`config.mk`:
```
export PLATFORM = sky130hd
export DESIGN_NAME = sat_cmd_sequencer
export DESIGN_NICKNAME = d
export VERILOG_FILES = /design/src/rtl/sat_cmd_sequencer.sv
export SDC_FILE = /design/constraint.sdc
export NUM_CORES = 1
export LEC_CHECK = 0
export BUFFER_PORTS_ARGS = -buffer_cell sky130_fd_sc_hd__buf_2
export CAP_MARGIN = 25
export CORE_ASPECT_RATIO = 0.6
export CORE_MARGIN = 2
export CORE_UTILIZATION = 53
export CTS_BUF_LIST = sky130_fd_sc_hd__clkbuf_8
export DETAILED_ROUTE_END_ITERATION = 8
export PLACE_DENSITY = 0.8
export SLEW_MARGIN = 30
export SYNTH_ARGS = -nofsm -noshare
export SYNTH_HDL_FRONTEND = slang
export SYNTH_SLANG_ARGS = --single-unit
```
`constraint.sdc`:
```
create_clock -name clk -period 2.85 [get_ports clk]
set_clock_uncertainty 0.15 [all_clocks]
set_input_delay 0.4275 -clock clk [delete_from_list [all_inputs] [get_ports clk]]
set_output_delay 0.4275 -clock clk [all_outputs]
set_load 0.02 [all_outputs]
```
`src/rtl/sat_cmd_sequencer.sv`:
```
// sat_cmd_sequencer: host byte-stream front-end for the SAT solver core.
// Parses opcode/literal bytes into single-cycle command strobes with clause
// literals, tracks the clause count, and supervises the walk handshake
// (sat/unsat result, timeout, or protocol error).
module sat_cmd_sequencer #(
    parameter int          NUM_VARS     = 128,
    parameter int          MAX_CLAUSES  = 256,
    parameter int          WALK_TIMEOUT = 65535,
    parameter logic [7:0]  NOP_CMD      = 8'hFF,
    localparam int         CW           = $clog2(MAX_CLAUSES + 1)
) (
    input  logic          clk,
    input  logic          rst,
    input  logic [7:0]    in_data,
    input  logic          in_valid,
    output logic          in_ready,
    output logic [7:0]    cmd,
    output logic [7:0]    bus_a,
    output logic [7:0]    bus_b,
    output logic [7:0]    bus_c,
    input  logic          sat,
    input  logic          unsat,
    output logic          done,
    output logic          result_sat,
    output logic          result_unsat,
    output logic          timeout,
    output logic          err,
    output logic [1:0]    err_code,
    output logic [CW-1:0] clause_count
);

    localparam int TW = (WALK_TIMEOUT > 1) ? $clog2(WALK_TIMEOUT + 1) : 1;

    localparam logic [7:0] OP_RST_MODEL  = 8'h00;
    localparam logic [7:0] OP_AUX_1      = 8'h01;
    localparam logic [7:0] OP_INS_CLAUSE = 8'h02;
    localparam logic [7:0] OP_AUX_3      = 8'h03;
    localparam logic [7:0] OP_WALK       = 8'h04;

    localparam logic [1:0] ERR_OPCODE    = 2'd1;
    localparam logic [1:0] ERR_VAR       = 2'd2;
    localparam logic [1:0] ERR_CAPACITY  = 2'd3;

    typedef enum logic [2:0] {
        S_IDLE      = 3'd0,
        S_LIT0      = 3'd1,
        S_LIT1      = 3'd2,
        S_LIT2      = 3'd3,
        S_ISSUE     = 3'd4,
        S_WALK_WAIT = 3'd5,
        S_ERR       = 3'd6
    } state_t;

    state_t        state_q, state_d;
    logic [7:0]    opcode_q, opcode_d;
    logic [7:0]    lit_a_q, lit_a_d;
    logic [7:0]    lit_b_q, lit_b_d;
    logic          in_ready_q, in_ready_d;
    logic [7:0]    cmd_q, cmd_d;
    logic [7:0]    bus_a_q, bus_a_d;
    logic [7:0]    bus_b_q, bus_b_d;
    logic [7:0]    bus_c_q, bus_c_d;
    logic          done_q, done_d;
    logic          result_sat_q, result_sat_d;
    logic          result_unsat_q, result_unsat_d;
    logic          timeout_q, timeout_d;
    logic          err_q, err_d;
    logic [1:0]    err_code_q, err_code_d;
    logic [CW-1:0] clause_count_q, clause_count_d;
    logic [TW-1:0] wait_cnt_q, wait_cnt_d;

    logic          accept_s;
    logic          var_bad_s;
    logic          cc_full_s;
    logic          timeout_hit_s;
    logic          issue_s;
    logic [7:0]    issue_op_s;
    logic          fail_s;
    logic [1:0]    fail_code_s;

    // Next-state and next-output computation for the parser / walk supervisor.
    always_comb begin
        state_d        = state_q;
        opcode_d       = opcode_q;
        lit_a_d        = lit_a_q;
        lit_b_d        = lit_b_q;
        cmd_d          = NOP_CMD;
        bus_a_d        = bus_a_q;
        bus_b_d        = bus_b_q;
        bus_c_d        = bus_c_q;
        done_d         = 1'b0;
        result_sat_d   = result_sat_q;
        result_unsat_d = result_unsat_q;
        timeout_d      = timeout_q;
        err_d          = err_q;
        err_code_d     = err_code_q;
        clause_count_d = clause_count_q;
        wait_cnt_d     = wait_cnt_q;
        in_ready_d     = 1'b0;

        accept_s      = in_valid & in_ready_q;
        var_bad_s     = (32'(in_data[6:0]) >= 32'(NUM_VARS));
        cc_full_s     = (clause_count_q >= CW'(MAX_CLAUSES));
        timeout_hit_s = (wait_cnt_q == TW'(WALK_TIMEOUT - 1));
        issue_s       = 1'b0;
        issue_op_s    = NOP_CMD;
        fail_s        = 1'b0;
        fail_code_s   = 2'd0;

        case (state_q)
            S_IDLE: begin
                if (accept_s) begin
                    case (in_data)
                        OP_RST_MODEL, OP_AUX_1, OP_AUX_3, OP_WALK: begin
                            issue_s    = 1'b1;
                            issue_op_s = in_data;
                        end
                        OP_INS_CLAUSE: begin
                            if (cc_full_s) begin
                                fail_s      = 1'b1;
                                fail_code_s = ERR_CAPACITY;
                            end else begin
                                opcode_d = in_data;
                                state_d  = S_LIT0;
                            end
                        end
                        default: begin
                            fail_s      = 1'b1;
                            fail_code_s = ERR_OPCODE;
                        end
                    endcase
                end else begin
                    state_d = S_IDLE;
                end
            end
            S_LIT0: begin
                if (accept_s) begin
                    lit_a_d = in_data;
                    if (var_bad_s) begin
                        fail_s      = 1'b1;
                        fail_code_s = ERR_VAR;
                    end else begin
                        state_d = S_LIT1;
                    end
                end else begin
                    state_d = S_LIT0;
                end
            end
            S_LIT1: begin
                if (accept_s) begin
                    lit_b_d = in_data;
                    if (var_bad_s) begin
                        fail_s      = 1'b1;
                        fail_code_s = ERR_VAR;
                    end else begin
                        state_d = S_LIT2;
                    end
                end else begin
                    state_d = S_LIT1;
                end
            end
            S_LIT2: begin
                if (accept_s) begin
                    if (var_bad_s) begin
                        fail_s      = 1'b1;
                        fail_code_s = ERR_VAR;
                    end else begin
                        issue_s    = 1'b1;
                        issue_op_s = OP_INS_CLAUSE;
                    end
                end else begin
                    state_d = S_LIT2;
                end
            end
            S_ISSUE: begin
                // The strobe is visible this cycle; decide where to go next.
                if (opcode_q == OP_WALK) begin
                    wait_cnt_d = {TW{1'b0}};
                    state_d    = S_WALK_WAIT;
                end else begin
                    state_d = S_IDLE;
                end
            end
            S_WALK_WAIT: begin
                // A result seen on the timeout cycle still beats the timeout.
                if (sat & ~unsat) begin
                    result_sat_d = 1'b1;
                    done_d       = 1'b1;
                    state_d      = S_IDLE;
                end else if (unsat & ~sat) begin
                    result_unsat_d = 1'b1;
                    done_d         = 1'b1;
                    state_d        = S_IDLE;
                end else if (sat & unsat) begin
                    fail_s      = 1'b1;
                    fail_code_s = ERR_CAPACITY;
                end else if (timeout_hit_s) begin
                    timeout_d = 1'b1;
                    done_d    = 1'b1;
                    state_d   = S_IDLE;
                end else begin
                    wait_cnt_d = wait_cnt_q + TW'(1);
                end
            end
            S_ERR: begin
                state_d = S_ERR;
            end
            default: begin
                state_d = S_IDLE;
            end
        endcase

        if (fail_s) begin
            state_d = S_ERR;
            err_d   = 1'b1;
            if (!err_q) begin
                err_code_d = fail_code_s;
            end else begin
                err_code_d = err_code_q;
            end
        end else begin
            err_d = err_q;
        end

        if (issue_s) begin
            cmd_d    = issue_op_s;
            opcode_d = issue_op_s;
            state_d  = S_ISSUE;
            if (issue_op_s == OP_INS_CLAUSE) begin
                bus_a_d        = lit_a_q;
                bus_b_d        = lit_b_q;
                bus_c_d        = in_data;
                clause_count_d = clause_count_q + CW'(1);
            end else begin
                bus_a_d = 8'h00;
                bus_b_d = 8'h00;
                bus_c_d = 8'h00;
            end
            if (issue_op_s == OP_RST_MODEL) begin
                clause_count_d = {CW{1'b0}};
            end else begin
                clause_count_d = clause_count_d;
            end
            if (issue_op_s == OP_WALK) begin
                result_sat_d   = 1'b0;
                result_unsat_d = 1'b0;
                timeout_d      = 1'b0;
                wait_cnt_d     = {TW{1'b0}};
            end else begin
                timeout_d = timeout_d;
            end
        end else begin
            cmd_d = cmd_d;
        end

        case (state_d)
            S_IDLE, S_LIT0, S_LIT1, S_LIT2: in_ready_d = 1'b1;
            default:                        in_ready_d = 1'b0;
        endcase
    end

    // State and output registers with synchronous reset.
    always_ff @(posedge clk) begin
        if (rst) begin
            state_q        <= S_IDLE;
            opcode_q       <= 8'h00;
            lit_a_q        <= 8'h00;
            lit_b_q        <= 8'h00;
            in_ready_q     <= 1'b1;
            cmd_q          <= NOP_CMD;
            bus_a_q        <= 8'h00;
            bus_b_q        <= 8'h00;
            bus_c_q        <= 8'h00;
            done_q         <= 1'b0;
            result_sat_q   <= 1'b0;
            result_unsat_q <= 1'b0;
            timeout_q      <= 1'b0;
            err_q          <= 1'b0;
            err_code_q     <= 2'd0;
            clause_count_q <= {CW{1'b0}};
            wait_cnt_q     <= {TW{1'b0}};
        end else begin
            state_q        <= state_d;
            opcode_q       <= opcode_d;
            lit_a_q        <= lit_a_d;
            lit_b_q        <= lit_b_d;
            in_ready_q     <= in_ready_d;
            cmd_q          <= cmd_d;
            bus_a_q        <= bus_a_d;
            bus_b_q        <= bus_b_d;
            bus_c_q        <= bus_c_d;
            done_q         <= done_d;
            result_sat_q   <= result_sat_d;
            result_unsat_q <= result_unsat_d;
            timeout_q      <= timeout_d;
            err_q          <= err_d;
            err_code_q     <= err_code_d;
            clause_count_q <= clause_count_d;
            wait_cnt_q     <= wait_cnt_d;
        end
    end

    assign in_ready     = in_ready_q;
    assign cmd          = cmd_q;
    assign bus_a        = bus_a_q;
    assign bus_b        = bus_b_q;
    assign bus_c        = bus_c_q;
    assign done         = done_q;
    assign result_sat   = result_sat_q;
    assign result_unsat = result_unsat_q;
    assign timeout      = timeout_q;
    assign err          = err_q;
    assign err_code     = err_code_q;
    assign clause_count = clause_count_q;

endmodule

```
==> results.md <==
| Quantity | This run |
|---|---|
| Outcome | finished, final reports clean |
| Number of vias in the routed layout | 3380 |
| Predominant post-synthesis flop cell | sky130_fd_sc_hd__dfxtp_1 |
| Number of synthesized register bits | 92 |
| Detailed route wirelength on metal2 | 4.03 mm |
| Number of core rows | 23 |
| Share of synthesized flip-flops with an asynchronous set or reset | 0% |
| Max clock buf depth | 2 |
| Area of the mapped netlist | 0.00380 sq mm |
| Final worst-path cycle share | 86.9% |
| Slew Limit Headroom | 45.7% |
| Minimum setup slack among reg-to-reg paths | 0.37 ns |
| Req. time, crit path | 3.00 ns |
| Wire length per cell after detailed routing | 16.8 um |
| Final setup TNS | 0 ns |
| Worst endpoint data arrival time | 2.63 ns |
| Number of H-tree levels | 3 |
| P&R area growth vs syn | 16.8% |
| Clock latency at the later pin of the worst-skew pair | 0.36 ns |
| Final-report max-slew violation count | 0 |
| Count of different cell masters after synthesis | 53 |
| Initial antenna violation count | 0 |
| Utilization after layout | 65.1% |
| Placeable core region | 0.00682 sq mm |
| Endpoint class of the critical path | flop |
| Total of hold buffers inserted after clock tree synthesis | 0 |
| Peak supply drop | 0.428 mV |
| Number of inserted diodes | 0 |
| TritonCTS Buffers | 9 |
| Clock tree from TritonCTS | built |
| WL met1 | 4.39 mm |
| CP Buf/Inv Count | 0 |
| Cell types with the largest area share after synthesis | sky130_fd_sc_hd__dfxtp_1 48%, sky130_fd_sc_hd__a22o_1 5.3%, sky130_fd_sc_hd__mux2i_1 4.5% |
| Startpoint class of the critical path | flop |
| End of the worst register-to-register path | clause_count[7] |
| Nets | 479 |
| Remaining routing DRC violations | 0 |
| RSZ-0062 raised after global routing | false |
| Worst-path cell chain | nor3_4 -> nand4_4 -> o41a_1 -> or4_1 -> a21oi_1 |
| Routed wire length | 9.28 mm |
| Root buffer cell | sky130_fd_sc_hd__clkbuf_8 |
| Final hold viol count | 0 |
| Synthesized netlist net count | 424 |
| Top layer used by detailed routing | met4 |
| Total power divided by cell area | 604 mW/mm^2 |
| Worst min-delay path class | in2reg |
| Global-route wire length before repair | 15.0 mm |
| Post-synth EDFFs | 0 |
| Post-DRT Antenna Nets | 0 |
| Max-cap violation count | 0 |
| Critical path fanouts, max | 16 |
| Horizontal die dimension | 113 um |
| Setup violators final | 0 |
| Transition at the pin with the smallest max-transition slack | 0.808 ns |
| Biggest area consumer among synthesized cells | sky130_fd_sc_hd__dfxtp_1 |
| Kind of cell adding the most delay to the critical path | simple AND/OR/NAND/NOR gates |
| Worst path depth | 5 |
| Met3 routed wirelength | 774 um |
| Iter 0 DRT Violations | 310 |
| Routability cong. | 0.850 |
| Cells on worst reg2reg path | 5 |
| Starting utilization of the core area | 55.8% |
| Slowest cell delay on critical path | 0.56 ns |
| Crit path capture | clause_count[7] |
| Pin count of the biggest net entering global routing | 36 |
| Highest attainable clock frequency | 0.404 GHz |
| Y dimension of the die | 69.6 um |
| Grt total ovfl | 0 |
| First-pass detailed-route iteration total | 5 |
| Post-CTS repair timing setup buffer count | 0 |
| Area of the die | 0.00789 sq mm |
| Static Leak | 0.00184 uW |
| Synthesized area divided by synthesized cell count | 9.35 sq um |
| Critical Setup Path Class | reg2reg |
| Sink count of the clock tree | 92 |
| Number of resized instances in the post-cts repair step | 0 |
| Vias per inst | 6.10 |
| Number of warnings printed during yosys synthesis | 0 |
| Area share of the largest cell type after synthesis | 48.4% |
| Syn Inst Count | 407 |
| Tot GR Track Use | 23.9% |
| Critical path startpoint | state_q[1] |
| Post-DP HPWL | 6.47 mm |
| Share of final-layout standard cells stronger than drive strength 1 | 21.0% |
| Min cycle time layout | 2.48 ns |
| Via count of the first global-routing pass | 3046 |
| Share of the yosys chip area belonging to registers | 48.4% |
| Register clock-pin slew on the reported worst setup and hold paths | 0.09 ns |
| Worst reg2reg startpoint | state_q[1] |
| Critical-path cell with the highest stage delay | sky130_fd_sc_hd__or4_1 |
| Number of placed I/O pins | 62 |
| Port Buf Inserts | 61 |
stage by stage:
stage	worst slack (ns)	area (sq um)	instances	total power (uW)	hold WS [ns]
floorplan	0.725	3800	407	1500	0.291
global placement	0.335	4170	538	1550	0.295
detailed placement	0.313	4170	538	1560	0.305
CTS	0.389	4440	554	2690	0.162
global route	0.229	4440	554	2770	0.167
finish	0.372	4440	554	2680	0.181
cell type report:
class	instances	area, sq um
clock buffer	9	124
clock inverter	7	148
fill	563	2380
inverter	12	45.0
multi-input combinational	276	1800
sequential	92	1840
tap	87	109
timing repair buffer	71	380
placed cells by master (no fill, tap or decap), types with 12 or more instances in the layout:
master,synthesis,layout
sky130_fd_sc_hd__a21oi_1,26,26
sky130_fd_sc_hd__a22o_1,23,23
sky130_fd_sc_hd__buf_2,4,61
sky130_fd_sc_hd__dfxtp_1,92,92
sky130_fd_sc_hd__inv_1,12,12
sky130_fd_sc_hd__mux2i_1,17,17
sky130_fd_sc_hd__nand2_1,20,20
sky130_fd_sc_hd__nand3_1,16,16
sky130_fd_sc_hd__nor2_1,41,41
sky130_fd_sc_hd__o21ai_0,12,12
report_power, final:
| part | switching, uW | internal (uW) | leakage (uW) | total (uW) |
|---|---|---|---|---|
| clock | 468 | 678 | 0.000132 | 1150 |
| sequential | 26.8 | 1310 | 0.000743 | 1340 |
| combinational | 131 | 68.0 | 0.000968 | 199 |
logic make-up after synthesis:
logic type      after synthesis  synth area share, %
compound gates              116                 21.9
fa+ha+maj                     4                 1.32
mux                          17                 4.47
flops                        92                 48.4
simple gates                139                 19.5
buf+inv                      39                 4.38
state kept, by name (all words and copies together) (netlist names):
register,count
timeout,1
result_sat,1
err_code,2
lit_a_q,8
result_unsat,1
state_q,3
done,1
cmd,8
bus_c,8
wait_cnt_q,16
bus_b,8
opcode_q,8
clause_count,9
err,1
in_ready,1
bus_a,8
lit_b_q,8
cells in the mapped netlist (6+ instances only):
cell                       count
sky130_fd_sc_hd__a31oi_1      11
sky130_fd_sc_hd__inv_1        12
sky130_fd_sc_hd__o21a_1        6
sky130_fd_sc_hd__a22o_1       23
sky130_fd_sc_hd__nand2_1      20
sky130_fd_sc_hd__mux2i_1      17
sky130_fd_sc_hd__and4_1        6
sky130_fd_sc_hd__a21oi_1      26
sky130_fd_sc_hd__nand4_1       9
sky130_fd_sc_hd__or2_2         6
sky130_fd_sc_hd__nor3_1        9
sky130_fd_sc_hd__nand3_1      16
sky130_fd_sc_hd__dfxtp_1      92
sky130_fd_sc_hd__and2_1        6
sky130_fd_sc_hd__o21ai_0      12
sky130_fd_sc_hd__clkbuf_1     21
sky130_fd_sc_hd__nor2_1       41
worst min path at each step:
stage | start | to | slack [ns] | depth (start not counted)
finish | in_data[4] | bus_c[4] | 0.18 | 2
global route | in_data[3] | bus_c[3] | 0.17 | 2
CTS | in_data[4] | bus_c[4] | 0.16 | 2
detailed placement | result_unsat | result_unsat | 0.30 | 2
global placement | err_code[0] | err_code[0] | 0.30 | 2
floorplan | opcode_q[7] | opcode_q[7] | 0.29 | 1
layer usage:
metal  up-vias  global-route usage (%)
li1       1622                       -
met1      1603                    35.0
met2       144                    34.0
met3        11                    7.08
met4         0                    6.50
met5         -                       0
Note: power is estimated with default switching activity, not from simulation.
